File: src/rtl/replica_det_pkg.sv
// Shared definitions for the replica-path error detector: FSM state
// encoding, default sizing constants and the expected-output helper.
package replica_det_pkg;

  localparam int unsigned ERR_CNT_W_DEF = 16;
  localparam int unsigned THRESH_DEF    = 4;
  // Wide enough for the largest legal threshold (15).
  localparam int unsigned CONSEC_W      = 4;

  typedef enum logic [2:0] {
    S_IDLE   = 3'd0,
    S_LAUNCH = 3'd1,
    S_CHECK  = 3'd2,
    S_SHADOW = 3'd3,
    S_ALARM  = 3'd4
  } det_state_e;

  // Value the chain output must show for a given launch bit.
  function automatic logic expected_out(input logic launch, input logic inv);
    return launch ^ inv;
  endfunction

endpackage

File: src/rtl/replica_err_counter.sv
// Saturating mismatch counter. A clear request takes priority over an
// increment arriving in the same cycle.
module replica_err_counter
  import replica_det_pkg::*;
#(
  parameter int unsigned W = ERR_CNT_W_DEF
) (
  input  logic         clk,
  input  logic         rst,
  input  logic         inc_i,
  input  logic         clr_i,
  output logic [W-1:0] count_o
);

  logic [W-1:0] count_q, count_d;

  // Next count: clear first, otherwise increment until all-ones.
  always_comb begin
    count_d = count_q;
    if (clr_i) begin
      count_d = '0;
    end else if (inc_i && (count_q != {W{1'b1}})) begin
      count_d = count_q + W'(1);
    end
  end

  // Count register with synchronous reset.
  always_ff @(posedge clk) begin
    if (rst) count_q <= '0;
    else     count_q <= count_d;
  end

  assign count_o = count_q;

endmodule

File: src/rtl/replica_error_detector.sv
// Replica-path timing error detector. Each launch toggles replica_in into
// an external delay chain; one cycle later replica_out is compared with the
// expected value. Mismatches pulse err_pulse, bump a saturating counter and
// a consecutive-miss run; a run of THRESH misses parks the block in ALARM
// until alarm_ack.
// Optional build macro REPLICA_DET_SHADOW_EN adds a SHADOW re-sample after
// each mismatch that separates late arrivals from stuck chains (stuck_fault).
// Without it, stuck_fault is tied low and SHADOW is never entered.
// dbg_state_o exposes the FSM state for checkers.
module replica_error_detector
  import replica_det_pkg::*;
#(
  parameter bit          INVERT    = 1'b0,
  parameter int unsigned ERR_CNT_W = ERR_CNT_W_DEF,
  parameter int unsigned THRESH    = THRESH_DEF
) (
  input  logic                 clk,
  input  logic                 rst,
  input  logic                 enable,
  output logic                 replica_in,
  input  logic                 replica_out,
  input  logic                 alarm_ack,
  input  logic                 clear_cnt,
  output logic                 err_pulse,
  output logic                 alarm,
  output logic [ERR_CNT_W-1:0] err_count,
  output logic                 stuck_fault,
  output det_state_e           dbg_state_o
);

  localparam logic [CONSEC_W-1:0] THRESH_C = CONSEC_W'(THRESH);

  det_state_e          state_q, state_d;
  logic                launch_q, launch_d;
  logic                pulse_q, pulse_d;
  logic [CONSEC_W-1:0] consec_q, consec_d;
  logic                cnt_inc;
  logic                mismatch;
`ifdef REPLICA_DET_SHADOW_EN
  logic                stuck_q, stuck_d;
`endif

  // Chain output disagrees with what the current launch bit should produce.
  assign mismatch = replica_out != expected_out(launch_q, INVERT);

  // Where to go once a mismatch has been accounted for.
  function automatic det_state_e after_error(input logic [CONSEC_W-1:0] run,
                                             input logic en);
    if (run == THRESH_C) return S_ALARM;
    return en ? S_LAUNCH : S_IDLE;
  endfunction

  // Next-state and datapath control; enable is only consulted at the end of
  // a check so dropping it mid-check never aborts the comparison.
  always_comb begin
    state_d  = state_q;
    launch_d = launch_q;
    pulse_d  = 1'b0;
    consec_d = consec_q;
    cnt_inc  = 1'b0;
`ifdef REPLICA_DET_SHADOW_EN
    stuck_d  = stuck_q;
`endif
    case (state_q)
      S_IDLE: begin
        if (enable) state_d = S_LAUNCH;
      end
      S_LAUNCH: begin
        launch_d = ~launch_q;
        state_d  = S_CHECK;
      end
      S_CHECK: begin
        if (mismatch) begin
          pulse_d  = 1'b1;
          cnt_inc  = 1'b1;
          consec_d = consec_q + 1'b1;
`ifdef REPLICA_DET_SHADOW_EN
          state_d  = S_SHADOW;
`else
          state_d  = after_error(consec_d, enable);
`endif
        end else begin
          consec_d = '0;
          state_d  = enable ? S_LAUNCH : S_IDLE;
        end
      end
`ifdef REPLICA_DET_SHADOW_EN
      S_SHADOW: begin
        // Still wrong a cycle later: the chain is stuck, not just slow.
        if (mismatch) stuck_d = 1'b1;
        state_d = after_error(consec_q, enable);
      end
`endif
      S_ALARM: begin
        // Launch bit is held; only an acknowledge leaves this state.
        if (alarm_ack) begin
          consec_d = '0;
`ifdef REPLICA_DET_SHADOW_EN
          stuck_d  = 1'b0;
`endif
          state_d  = S_IDLE;
        end
      end
      default: state_d = S_IDLE;
    endcase
  end

  // State and datapath registers; reset overrides every input.
  always_ff @(posedge clk) begin
    if (rst) begin
      state_q  <= S_IDLE;
      launch_q <= 1'b0;
      pulse_q  <= 1'b0;
      consec_q <= '0;
`ifdef REPLICA_DET_SHADOW_EN
      stuck_q  <= 1'b0;
`endif
    end else begin
      state_q  <= state_d;
      launch_q <= launch_d;
      pulse_q  <= pulse_d;
      consec_q <= consec_d;
`ifdef REPLICA_DET_SHADOW_EN
      stuck_q  <= stuck_d;
`endif
    end
  end

  replica_err_counter #(
    .W(ERR_CNT_W)
  ) u_err_counter (
    .clk    (clk),
    .rst    (rst),
    .inc_i  (cnt_inc),
    .clr_i  (clear_cnt),
    .count_o(err_count)
  );

  assign replica_in  = launch_q;
  assign err_pulse   = pulse_q;
  assign alarm       = (state_q == S_ALARM);
  assign dbg_state_o = state_q;
`ifdef REPLICA_DET_SHADOW_EN
  assign stuck_fault = stuck_q;
`else
  assign stuck_fault = 1'b0;
`endif

endmodule

File: config.mk
export PLATFORM = sky130hd
export DESIGN_NAME = replica_error_detector
export DESIGN_NICKNAME = d
export VERILOG_FILES = /design/src/rtl/replica_det_pkg.sv /design/src/rtl/replica_err_counter.sv /design/src/rtl/replica_error_detector.sv
export SDC_FILE = /design/constraint.sdc
export NUM_CORES = 1
export LEC_CHECK = 0
export CAP_MARGIN = 10
export CORE_AREA = 8 8 65 67
export CTS_CLUSTER_DIAMETER = 30
export DETAILED_ROUTE_END_ITERATION = 7
export DIE_AREA = 0 0 73 75
export MAX_ROUTING_LAYER = met4
export PLACE_DENSITY = 0.72
export SLEW_MARGIN = 25
export SYNTH_ARGS = -nofsm -noshare
export SYNTH_HDL_FRONTEND = slang
export SYNTH_HIERARCHICAL = 1
export SYNTH_SLANG_ARGS = --single-unit
File: constraint.sdc
create_clock -name clk -period 1.7 [get_ports clk]
set_input_delay 0.51 -clock clk [delete_from_list [all_inputs] [get_ports clk]]
set_output_delay 0.51 -clock clk [all_outputs]
set_load 0.01 [all_outputs]
; ---- Yosys cells after proc, flatten, opt, wreduce, memory -nomap -nowiden
; Index checks and enable logic that the tools add are counted.
[op_classes]
n_reduce_logical = 6
div_mod_pow = 0
mul = 0
n_shift = 0
n_eq_ne = 8
magnitude_cmp = 0
add_sub_neg = 2
bitwise = 1
n_mux = 15
[op_table]
columns = op, count
row1 = adder 16 x 1 -> 16 bit (second input constant), 1
row2 = != test 16 bit (second input constant), 1
row3 = 2-to-1 mux 3 bit, 5
row4 = one-hot mux 3 bit (4 select lines), 1
row5 = 2-to-1 mux 4 bit, 2
row6 = one-hot mux 4 bit (2 select lines), 1
row7 = 2-to-1 mux 1 bit, 6
row8 = adder 4 x 1 -> 4 bit (second input constant), 1
row9 = == test 4 x 3 -> 1 bit (second input constant), 1
row10 = != test 2 bit (second input constant), 2
row11 = AND reduction 2 bit, 2
row12 = == test 3 x 1 -> 1 bit (second input constant), 1
row13 = == test 3 x 2 -> 1 bit (second input constant), 1
row14 = == test 3 bit (second input constant), 1
row15 = logical NOT 3 bit, 1
row16 = nonzero test 2 bit, 1
row17 = OR reduction 2 bit, 1
row18 = logical AND 1 bit, 1
row19 = != test 1 bit, 1
row20 = NOT 1 bit, 1
[word_totals]
in_bits = 6
rom_bits = 0
ff_bits = 25
latch_bits = 0
ramBits = 0
mem_count = 0

; ---- Longest topological paths before layout
[depth]
ltp_word = 8
depth_mapped = 7
depth_no_buf = 6

; ---- By module
; Netlist, hierarchy kept.
[modules_own_cells]
columns = module, seq_area_each_um2, cells_per_inst, instances, area_each_um2
row1 = replica_err_counter, 320.3, 102, 1, 917.1
row2 = replica_error_detector, 180.2, 43, 1, 449.2

; ---- Worst setup path after synthesis
; OpenSTA, ideal clock, no wires.
[synth_path]
path_kind = input port to flip-flop
from = in replica_out
to = reg u_err_counter.count_q[12] (netlist: u_err_counter/count_o[12])
t_required_ns = 1.609
setup_slack_ns = -0.101
arrival_time_ns = 1.710
n_path_buf = 1
path_stages = 7
setup_ns = 0.091
cell_sequence = xor2_1 and2_4 and4_4 and3_1 buf_4 a31oi_1 a311oi_1
[synth_via]
elab_chain_len = 4
[synth_rtl]
columns = item, line_no
row1 = "start, declared", replica_error_detector.sv:21  ; input logic replica_out,
row2 = != test 1 bit, replica_error_detector.sv:44  ; assign mismatch = replica_out != expected_out(launch_q, INVERT);
row3 = 2-to-1 mux 1 bit, replica_error_detector.sv:73  ; if (mismatch) begin
row4 = 2-to-1 mux 1 bit, replica_error_detector.sv:64  ; case (state_q)
row5 = via cnt_inc, replica_error_detector.sv:37  ; logic cnt_inc;
row6 = logical AND 1 bit, replica_err_counter.sv:22  ; end else if (inc_i && (count_q != {W{1'b1}})) begin
row7 = "end signal, assigned", replica_err_counter.sv:30  ; else count_q <= count_d;
row8 = "end, declared", replica_err_counter.sv:15  ; logic [W-1:0] count_q, count_d;
; The timed path passes the listed nets, and every way through them passes these cells.
; A chain may end at the register's enable or synchronous reset.

; ---- Worst setup path in the final report
[layout_path]
from = reg state_q[0] (netlist: dbg_state_o[0])
to = reg u_err_counter.count_q[12] (netlist: u_err_counter/count_o[12])
[layout_via]
elab_chain_len = 3
[layout_rtl]
columns = item, line_no
row1 = "start, declared", replica_error_detector.sv:33  ; det_state_e state_q, state_d;
row2 = "start signal, assigned", replica_error_detector.sv:119  ; state_q <= state_d;
row3 = == test 3 x 2 -> 1 bit, replica_error_detector.sv:64
row4 = 2-to-1 mux 1 bit, replica_error_detector.sv:64
row5 = via cnt_inc, replica_error_detector.sv:37
row6 = logical AND 1 bit, replica_err_counter.sv:22
; The timed path passes the listed nets, and every way through them passes these cells.

==> flow_metrics.tcl <==
set metrics [dict create \
    layout_setup_ws_ns -0.0152 \
    h-tree-depth 1 \
    n_antenna_cell 0 \
    overflow 0 \
    grt_pass1_vias 1405 \
    num_rows 21 \
    status "finished with violations" \
    drt_iter0_drc 54 \
    drc 0 \
    slew_viol_final 0 \
    ioPinCount 29 \
    period_minus_slack_ns 1.72 \
    port-buffer-count 27 \
    drtAntennaViolNets 0 \
    area_growth_pct 51.5 \
    ir_drop_mv 0.389 \
    highest_layer "met4" \
    synth_top_area_share_pct 36.6 \
    arrival_ns 1.96 \
    routabilityCongestion 0.818 \
    yosys_register_bits 25 \
    clkTransAtPathRegs_ns 0.13 \
    crit_required_ns 1.94 \
    startpoint_type "register" \
    die_h_um 75 \
    cts_hold_buffers 0 \
    clock_sinks 25 \
    wl_per_cell_um 14.9 \
    wl_met1_um 1570 \
    final_cell_area_mm2 0.00207 \
    ff_latch_area_um2 533 \
    post_drt_via_cell_ratio 5.36 \
    grt_pass1_wl_um 6240 \
    dpl_cell_area_mm2 0.00187 \
    ys_warn_count 6 \
    dr_wl_met3_um 137 \
    routed_wl_um 3760 \
    synth.largest_area_cell "dfxtp_1" \
    holdWs_ns 0.481 \
    cp-end-kind "register" \
    floorplan.initialDensity_pct 42.3 \
    grt_antenna_before_repair 0 \
    cts_tree "built" \
    leakage_nw 0.907 \
    clk_latency_ns 0.32 \
    num_vias 1355 \
    grt.total_usage_pct 14.8 \
    cts_root_buf "clkbuf_4" \
    yosysSeqAreaShare_pct 36.6 \
    hpwl_um 2760 \
    cp_max_fo 5 \
    fp.dieW_um 73 \
    coreArea_mm2 0.00323 \
    fill_cells 294 \
    synth_nets 154 \
    synth_area_per_cell_um2 9.42 \
    multi_input_area_um2 922 \
    numCtsBuffers 3 \
    cts_max_path_buffers 2 \
    dr.pass1.iters 4 \
    timing.fmax_mhz 583 \
    met2_length_um 1970 \
    final-setup-viol-count 3 \
    yosysUniqueCellTypes 54 \
    hold_viol_final 0 \
    die-area_mm2 0.00548 \
    finalSetupTns_ns -0.0303 \
    drive_gt1_share_pct 43.5 \
    skew_ns 0.00175 \
    p_per_area_mw_per_mm2 474 \
    fin_nets 217 \
    min_period_over_period_pct 101 \
    syn_inst 145 \
    grt_max_degree 14 \
    hp-class "reg -> reg" \
    rsz0062_at_grt "yes" \
    drv_cap 0 \
    synth_area_mm2 0.00137 \
    violations "negative setup slack" \
    crit_type "reg -> reg" \
    synth_area_leaders "dfxtp_1 37%, mux2i_1 4.4%, nand2_1 3.6%" \
    post-place-ws_ns -0.684 \
]
-- report_power, final --
group / internal [mW] / total, mW / switching [mW] / leakage (nW)
logic: 0.0655 / 0.114 / 0.0487 / 0.681
registers: 0.587 / 0.596 / 0.00932 / 0.211
clock network: 0.0919 / 0.270 / 0.178 / 0.0150
-- sequential cells by signal, indices dropped and copies added, names as in the netlist --
signal                 cells
u_err_counter/count_o     16
consec_q                   4
dbg_state_o                3
err_pulse                  1
replica_in                 1
-- path summary, 6_finish.rpt --
| check | depth (start not counted) | slack (ns) | endpoint | from |
|---|---|---|---|---|
| worst max register to register | 7 | -0.02 | u_err_counter/count_o[12] | dbg_state_o[0] |
| worst max-delay path | 7 | -0.02 | u_err_counter/count_o[12] | dbg_state_o[0] |
| worst min-delay path | 2 | 0.48 | u_err_counter/count_o[5] | u_err_counter/count_o[5] |
| worst min register to register | 2 | 0.48 | u_err_counter/count_o[5] | u_err_counter/count_o[5] |
-- repair_timing --
action,4_1_cts,5_1_grt
resized for setup,56,15
pin swaps,7,17
endpoints found under the setup margin,36,12
buffers inserted,6,4
hold endpoints to repair,0,0
-- placed cells by master (no fill, tap or decap), drive strengths merged, types with 2 or more instances in the layout --
master,n
ha,3
nor3,3
and2,5
buf,38
clkdlybuf4s50,4
a21oi,7
dfxtp,25
a2111o,2
nor3b,4
nand4,4
or3,7
o21ai,6
inv,3
nand3b,2
nand2,13
dlygate4sd2,20
mux2i,6
xor2,3
nand3,6
and3,7
nor2,6
a31oi,5
clkbuf,6
a211oi,5
-- synth_stat cells, drive strengths merged --
library cell	number
nand3b	2
nor2b	1
a311oi	1
buf	5
nand2	13
o22ai	1
a41o	1
dfxtp	25
and3	7
nand3	6
a21o	1
o2111a	1
or3	7
mux2i	6
and2	5
or2	1
nand2b	1
a31oi	5
dlygate4sd1	1
nor2	6
xnor2	1
conb	1
inv	3
nor3	3
a32oi	1
o2bb2ai	1
or4b	1
xor2	3
a21oi	7
o21ai	6
a22o	1
ha	3
a211oi	5
nor3b	4
a2111o	2
o2111ai	1
and4	1
nand4	4
a21boi	1
-- kinds of logic after synthesis --
| group | after synthesis | synth area share (%) |
|---|---|---|
| compound gates | 35 | 18.8 |
| xor+xnor | 4 | 2.56 |
| fa+ha+maj | 3 | 2.75 |
| buf+inv | 9 | 4.49 |
| flops | 25 | 36.6 |
| mux | 6 | 4.40 |
| other cells | 1 | 0.274 |
| simple gates | 62 | 30.1 |
-- worst max-delay path, cell delays in order, from the launching register on --
cell and delay (ns):
dfxtp_4 0.38, buf_6 0.12, nor3b_4 0.17, and2_4 0.17
and4_4 0.24, and3_4 0.24, a31oi_4 0.09, a311oi_2 0.23
-- stage by stage --
step / util, % / cells / power, mW
after global placement: 58.0 / 239 / 0.716
after detailed placement: 58.0 / 239 / 0.720
after global routing: 64.0 / 253 / 1.03
after floorplan: - / 145 / 0.659
final: 64.0 / 253 / 0.980
after CTS: 61.6 / 249 / 0.986
-- metal layers --
metal,up-vias,GRT usage (%)
li1,663,-
met1,652,14.8
met2,32,27.3
met3,8,2.93
met4,0,6.44
met5,-,-
-- cell type report --
type                    count  area share [%]
repair buffers             64            25.1
inverters                   3           0.544
clock buffers               4            1.27
flip-flops and latches     25            25.8
well taps                  46            2.78
multi-input cells         111            44.6
(Power assumes the default switching activity.)
